==> src/rtl/mem_wb_stage.sv <==
// mem_wb_stage: memory-access stage with data-memory handshake, load alignment,
// branch/jump redirect and the MEM/WB pipeline register.
module mem_wb_stage #(
  parameter logic [31:0] RESET_PC    = 32'h0000_3004,
  parameter int          MEM_TIMEOUT = 255
) (
  input  logic        clock,
  input  logic        reset,
  input  logic [1:0]  EX_MEM_LS_bit,
  input  logic [1:0]  EX_MEM_Branch,
  input  logic        EX_MEM_MemtoReg,
  input  logic        EX_MEM_MemWrite,
  input  logic        EX_MEM_RegWrite,
  input  logic        EX_MEM_Jump,
  input  logic        EX_MEM_Ext_op,
  input  logic        EX_MEM_PctoReg,
  input  logic [31:0] EX_MEM_branch_add_out,
  input  logic        EX_MEM_zero,
  input  logic [31:0] EX_MEM_pc_add_out,
  input  logic [25:0] EX_MEM_instr26,
  input  logic [31:0] EX_MEM_alu_out,
  input  logic [31:0] EX_MEM_regfile_out2,
  input  logic [4:0]  EX_MEM_mux1_out,
  output logic        dmem_req,
  output logic        dmem_we,
  output logic [31:0] dmem_addr,
  output logic [3:0]  dmem_be,
  output logic [31:0] dmem_wdata,
  input  logic [31:0] dmem_rdata,
  input  logic        dmem_ready,
  output logic        mem_stall,
  output logic        redirect,
  output logic [31:0] redirect_pc,
  output logic        misalign_err,
  output logic        timeout_err,
  output logic        MEM_WB_RegWrite,
  output logic        MEM_WB_MemtoReg,
  output logic        MEM_WB_PctoReg,
  output logic [31:0] MEM_WB_mem_data,
  output logic [31:0] MEM_WB_alu_out,
  output logic [31:0] MEM_WB_pc_add_out,
  output logic [4:0]  MEM_WB_mux1_out
);
  typedef enum logic {S_IDLE, S_WAIT} state_t;
  state_t state, state_d;
  logic [7:0] cnt, cnt_d;
  logic [1:0] a;
  logic is_half, is_byte, mem_op, misaligned, access, to_hit, to_fail, taken;
  logic [7:0] ld_b;
  logic [15:0] ld_h;
  logic [31:0] ld_data;
  assign a          = EX_MEM_alu_out[1:0];
  assign is_half    = EX_MEM_LS_bit == 2'b01;
  assign is_byte    = EX_MEM_LS_bit == 2'b10;
  assign mem_op     = EX_MEM_MemtoReg | EX_MEM_MemWrite;
  assign misaligned = mem_op & (is_half ? a[0] : (!is_byte && a != 2'b00));
  assign access     = mem_op & ~misaligned;
  assign to_hit     = state == S_WAIT && cnt == 8'(MEM_TIMEOUT);
  assign to_fail    = to_hit & ~dmem_ready;
  assign taken      = (EX_MEM_Branch == 2'b01 & EX_MEM_zero) | (EX_MEM_Branch == 2'b10 & ~EX_MEM_zero);
  assign ld_b       = 8'(dmem_rdata >> {a, 3'b000});
  assign ld_h       = a[1] ? dmem_rdata[31:16] : dmem_rdata[15:0];
  assign ld_data    = is_byte ? {{24{EX_MEM_Ext_op & ld_b[7]}}, ld_b}
                    : is_half ? {{16{EX_MEM_Ext_op & ld_h[15]}}, ld_h} : dmem_rdata;
  // Every combinational output is forced low while reset is held.
  assign dmem_req    = reset & access & ~to_fail;
  assign dmem_we     = dmem_req & EX_MEM_MemWrite;
  assign dmem_addr   = reset ? {EX_MEM_alu_out[31:2], 2'b00} : 32'h0;
  assign dmem_be     = !reset ? 4'h0 : !EX_MEM_MemWrite ? 4'hF
                     : is_byte ? 4'b0001 << a : is_half ? (a[1] ? 4'b1100 : 4'b0011) : 4'hF;
  assign dmem_wdata  = !reset ? 32'h0 : is_byte ? {4{EX_MEM_regfile_out2[7:0]}}
                     : is_half ? {2{EX_MEM_regfile_out2[15:0]}} : EX_MEM_regfile_out2;
  assign mem_stall   = reset & access & ~dmem_ready & ~to_hit;
  assign redirect    = reset & (EX_MEM_Jump | taken) & ~mem_stall;
  assign redirect_pc = !reset ? 32'h0 : EX_MEM_Jump
                     ? {EX_MEM_pc_add_out[31:28], EX_MEM_instr26, 2'b00} : EX_MEM_branch_add_out;
  always_comb begin
    state_d = state;
    cnt_d   = cnt;
    if (state == S_IDLE) begin
      state_d = access & ~dmem_ready ? S_WAIT : S_IDLE;
      cnt_d   = access & ~dmem_ready ? 8'd1 : 8'd0;
    end else if (dmem_ready | ~access | to_hit) begin
      state_d = S_IDLE;
      cnt_d   = 8'd0;
    end else begin
      cnt_d = cnt + 8'd1;
    end
  end
  always_ff @(posedge clock or negedge reset) begin
    if (!reset) begin
      state             <= S_IDLE;
      cnt               <= 8'd0;
      misalign_err      <= 1'b0;
      timeout_err       <= 1'b0;
      MEM_WB_RegWrite   <= 1'b0;
      MEM_WB_MemtoReg   <= 1'b0;
      MEM_WB_PctoReg    <= 1'b0;
      MEM_WB_mem_data   <= 32'h0;
      MEM_WB_alu_out    <= 32'h0;
      MEM_WB_pc_add_out <= RESET_PC;
      MEM_WB_mux1_out   <= 5'd0;
    end else begin
      state        <= state_d;
      cnt          <= cnt_d;
      misalign_err <= misaligned;
      timeout_err  <= timeout_err | to_fail;
      if (mem_stall) begin
        MEM_WB_RegWrite <= 1'b0;
        MEM_WB_MemtoReg <= 1'b0;
        MEM_WB_PctoReg  <= 1'b0;
      end else begin
        MEM_WB_RegWrite   <= EX_MEM_RegWrite & ~misaligned & ~to_fail;
        MEM_WB_MemtoReg   <= EX_MEM_MemtoReg;
        MEM_WB_PctoReg    <= EX_MEM_PctoReg;
        MEM_WB_mem_data   <= ld_data;
        MEM_WB_alu_out    <= EX_MEM_alu_out;
        MEM_WB_pc_add_out <= EX_MEM_pc_add_out;
        MEM_WB_mux1_out   <= EX_MEM_mux1_out;
      end
    end
  end
endmodule

==> config.mk <==
export PLATFORM = sky130hd
export DESIGN_NAME = mem_wb_stage
export DESIGN_NICKNAME = d
export VERILOG_FILES = /design/src/rtl/mem_wb_stage.sv
export SDC_FILE = /design/constraint.sdc
export NUM_CORES = 1
export LEC_CHECK = 0
export ABC_AREA = 1
export ABC_CLOCK_PERIOD_IN_PS = 2100
export BUFFER_PORTS_ARGS = -buffer_cell sky130_fd_sc_hd__clkbuf_2
export CORE_AREA = 3 3 160 162
export CTS_CLUSTER_DIAMETER = 150
export CTS_CLUSTER_SIZE = 24
export DETAILED_ROUTE_END_ITERATION = 10
export DIE_AREA = 0 0 163 165
export GPL_ROUTABILITY_DRIVEN = 0
export MAX_ROUTING_LAYER = met4
export PLACE_DENSITY_LB_ADDON = 0.25
export SLEW_MARGIN = 20
export SYNTH_ARGS = -nofsm -noshare
export SYNTH_HDL_FRONTEND = slang
export SYNTH_SLANG_ARGS = --single-unit
==> constraint.sdc <==
create_clock -name clock -period 2.1 [get_ports clock]
set_input_delay 0.42 -clock clock [delete_from_list [all_inputs] [get_ports clock]]
set_output_delay 0.42 -clock clock [all_outputs]
set_load 0.05 [all_outputs]
==> key figures <==
STA
  • Total negative setup slack: -0.117 ns
  • Final worst setup slack: -0.0552 ns
  • Slew headroom: 64.8%
  • Hold Fails Final Rpt: 0
  • Least-Margin Pin Slew: 0.528 ns
  • Final period util: 103%
  • Max Clk Rate: 464 MHz
  • RSZ-0062 raised after global routing: yes
  • Hold slack: ~0.13 ns
  • Final setup violation count: 3
  • Max Slew Vio Count: 0
  • Post-layout min period: 2.16 ns
  • Clock Skews: 0.0108 ns

Floorplanning
  • Initial cell density of the core: 27.7%
  • Die width: 163 um
  • I/O pin cnt: 415
  • Die area: between 20000 and 30000 sq um
  • CORE AREA: 24200 sq um
  • Die extent in y: 165 um
  • Cell row count: 57

Global routing
  • Vias in the first global route: 7634
  • Total Routing Usage GR: 20.2%
  • First-pass GRT wire length: 41400 um
  • Largest net degree at the start of global routing: 114
  • Grt total ovfl: 0
  • Initial antenna violation count: 0

Hold path
  • Hold Crit Class: in2async

Yosys
  • Largest area contributor in the netlist: dfrtp_1
  • Compound-Gate Fraction of Synth Area: 7.71%
  • Mean Syn Cell Area: 6.68 sq um
  • Post-synth EDFFs: 0
  • Synth warn: 0
  • Synth Area in Adders: less than 1%
  • Main synth FF type: dfrtp_1
  • Cell count after synthesis: 1006
  • Yosys top cell area share: 41.7%
  • Multiplexer area fraction after synthesis: 0%
  • Yosys cell types: 26
  • Xor/xnor cell area share of the yosys netlist: less than 1%
  • Yosys reg bits: 115
  • Mapped Area: between 6000 and 7000 sq um
  • Main combinational cell family by area after synthesis: simple AND/OR/NAND/NOR gates
  • Seq/Total Area, Yosys: 42.9%
  • Post-Synth Simple-Gate Area: 38.4%
  • FFs w/ async S/R, synth: 100%
  • Synth area leaders: dfrtp_1, nand2_1, nand3_1

Place
  • Buffers on Ports: between 400 and 500
  • Final HPWL DP: ~21000 um

CTS
  • CTS tree: done
  • Clk root buf: clkbuf_16
  • TritonCTS buffer count: 17
  • CTS sink count: 115
  • Clk_lat worst skew: 0.41 ns
  • Clk slew on worst S/H paths: around 0.07 ns
  • CTS Buffer Depth: 2
  • H-tree levels: 4

Worst setup path
  • Critical Path Stages: 9
  • CP cell instances: ha_2 -> nand3_2 -> inv_2 -> nand3_4 -> inv_2 -> buf_6 -> nor2_4 -> nor3_4 -> buf_12
  • Crit path capture type: primary output
  • Crit path kind: reg2out
  • Slowest-stage cell, CP: dfrtp_1
  • Family with the most delay on the worst path: buffers and inverters
  • R2r worst-path depth: 11
  • CP max stage delay: around 0.35 ns
  • Startpoint types: register
  • Max FO, Critical Path: 2
  • Crit path buf inv count: 4
  • Reg2Reg Capture Point: MEM_WB_mem_data[29]
  • Crit Reg-Reg Startpoint: cnt[0]
  • Most common cell on crit path: inv_2
  • Arr. time, crit path: 1.74 ns
  • Req. time, crit path: 1.68 ns
  • Reg-to-reg slack, setup: 0.14 ns
  • Worst setup endpoint: redirect
  • Crit path from: cnt[0]

Route
  • Final antenna-violating net count: 0
  • DR vias/cell: about 4.6
  • Wire length per cell: 15.6 um
  • Iteration-0 DRC count of the detailed router: between 500 and 600
  • TritonRoute pass-1 iters: 5
  • # DRC: 0
  • Drt total wl: 27400 um
  • Via count: 7985

Cells and area
  • # diodes: 0
  • Register area: around 2900 sq um
  • Fillers: roughly 2500
  • Share of cells above drive strength 1: 37.5%
  • Multi-input gate area: 3330 sq um
  • Commonest non-fill, non-tap cell in the layout: nand2_1
  • Area grow syn2layout: 61.8%
  • Fin nets: 1623
  • Commonest cells after routing, fill and taps aside: nand2_1, clkbuf_2, nand3_1

Outcome
  • Status: complete, but fails checks
  • Failing checks: negative setup slack

Pwr
  • Worst vdd ir: 0.000442 V
  • Pleak: 6.27 nW
  • Cell Pwr Density: around 780 nW/um^2

Job
  • Max-cap viol count: 0
[stage by stage]
| stage | instance area (sq um) | worst slack (ns) | total power, W | instances | utilization, % |
|---|---|---|---|---|---|
| finish | 10900 | -0.0552 | 0.00843 | 1753 | 44.8 |
| global route | 10900 | -0.155 | 0.00881 | 1753 | 44.8 |
| CTS | 10800 | -0.144 | 0.00853 | 1749 | 44.5 |
| detailed placement | 10100 | 0.0992 | 0.00537 | 1711 | 41.6 |
| global placement | 10100 | 0.123 | 0.00536 | 1711 | 41.6 |
| floorplan | 6810 | -0.158 | 0.00428 | 1007 | - |
[report_power, final]
| group | internal (W) | switching (W) |
|---|---|---|
| Clock | 0.00198 | 0.00111 |
| Combinational | 0.000833 | 0.00198 |
| Sequential | 0.00241 | 0.000110 |
[flip-flops by register name (all words and copies together), names as in the netlist]
name / flops
timeout_err: 1
misalign_err: 1
MEM_WB_pc_add_out: 32
MEM_WB_RegWrite: 1
state: 1
MEM_WB_alu_out: 32
MEM_WB_PctoReg: 1
cnt: 8
MEM_WB_mem_data: 32
MEM_WB_mux1_out: 5
MEM_WB_MemtoReg: 1
[routing by layer]
layer  global-route usage, %  vias to the layer above  share of wire, %  wire length [um]
li1                        -                     3990                 -                 -
met2                    33.5                      340                50             13800
met3                    3.56                       53               6.2              1710
met4                    8.38                        0               3.5               953
met5                       -                        -                 0                 0
met1                    24.3                     3602                40             11000
[area by class of cell]
| cell class | count | area share [%] |
|---|---|---|
| repair buffers | 463 | 30.8 |
| flip-flops and latches | 115 | 26.5 |
| well taps | 324 | 3.73 |
| multi-input cells | 745 | 30.7 |
| inverters | 75 | 2.66 |
| clock inverters | 13 | 1.69 |
| clock buffers | 18 | 3.95 |
[logic make-up after synthesis]
kind of cell | Yosys count
AND/OR/NAND/NOR | 633
buffers and inverters | 147
flip-flops | 115
AO/OA/AOI/OAI | 103
XOR/XNOR | 6
adder cells (fa/ha/maj) | 1
other | 1
[cells in the mapped netlist, types with 9 or more instances]
library cell	number
o21ai_1	9
clkbuf_1	32
inv_1	73
o21ai_0	56
dfrtp_1	112
nand4_1	9
nor2_1	96
a21oi_1	36
nand2_1	392
nand3_1	127
buf_4	10
buf_2	14
[repair_timing]
item                                    4_1_cts  5_1_grt
hold buffers                                  1        0
endpoints found under the setup margin        4       11
gates resized for setup                      12       26
endpoints found under the hold margin         1        0
pin swaps                                     4        3
setup buffers                                 6        4
[how the worst min path moves through the flow]
stage | endpoint | depth (start not counted)
floorplan | MEM_WB_MemtoReg | 0
global placement | timeout_err | 1
detailed placement | timeout_err | 1
CTS | MEM_WB_alu_out[13] | 2
global route | MEM_WB_pc_add_out[28] | 2
finish | MEM_WB_pc_add_out[28] | 2
(Power assumes the default switching activity.)
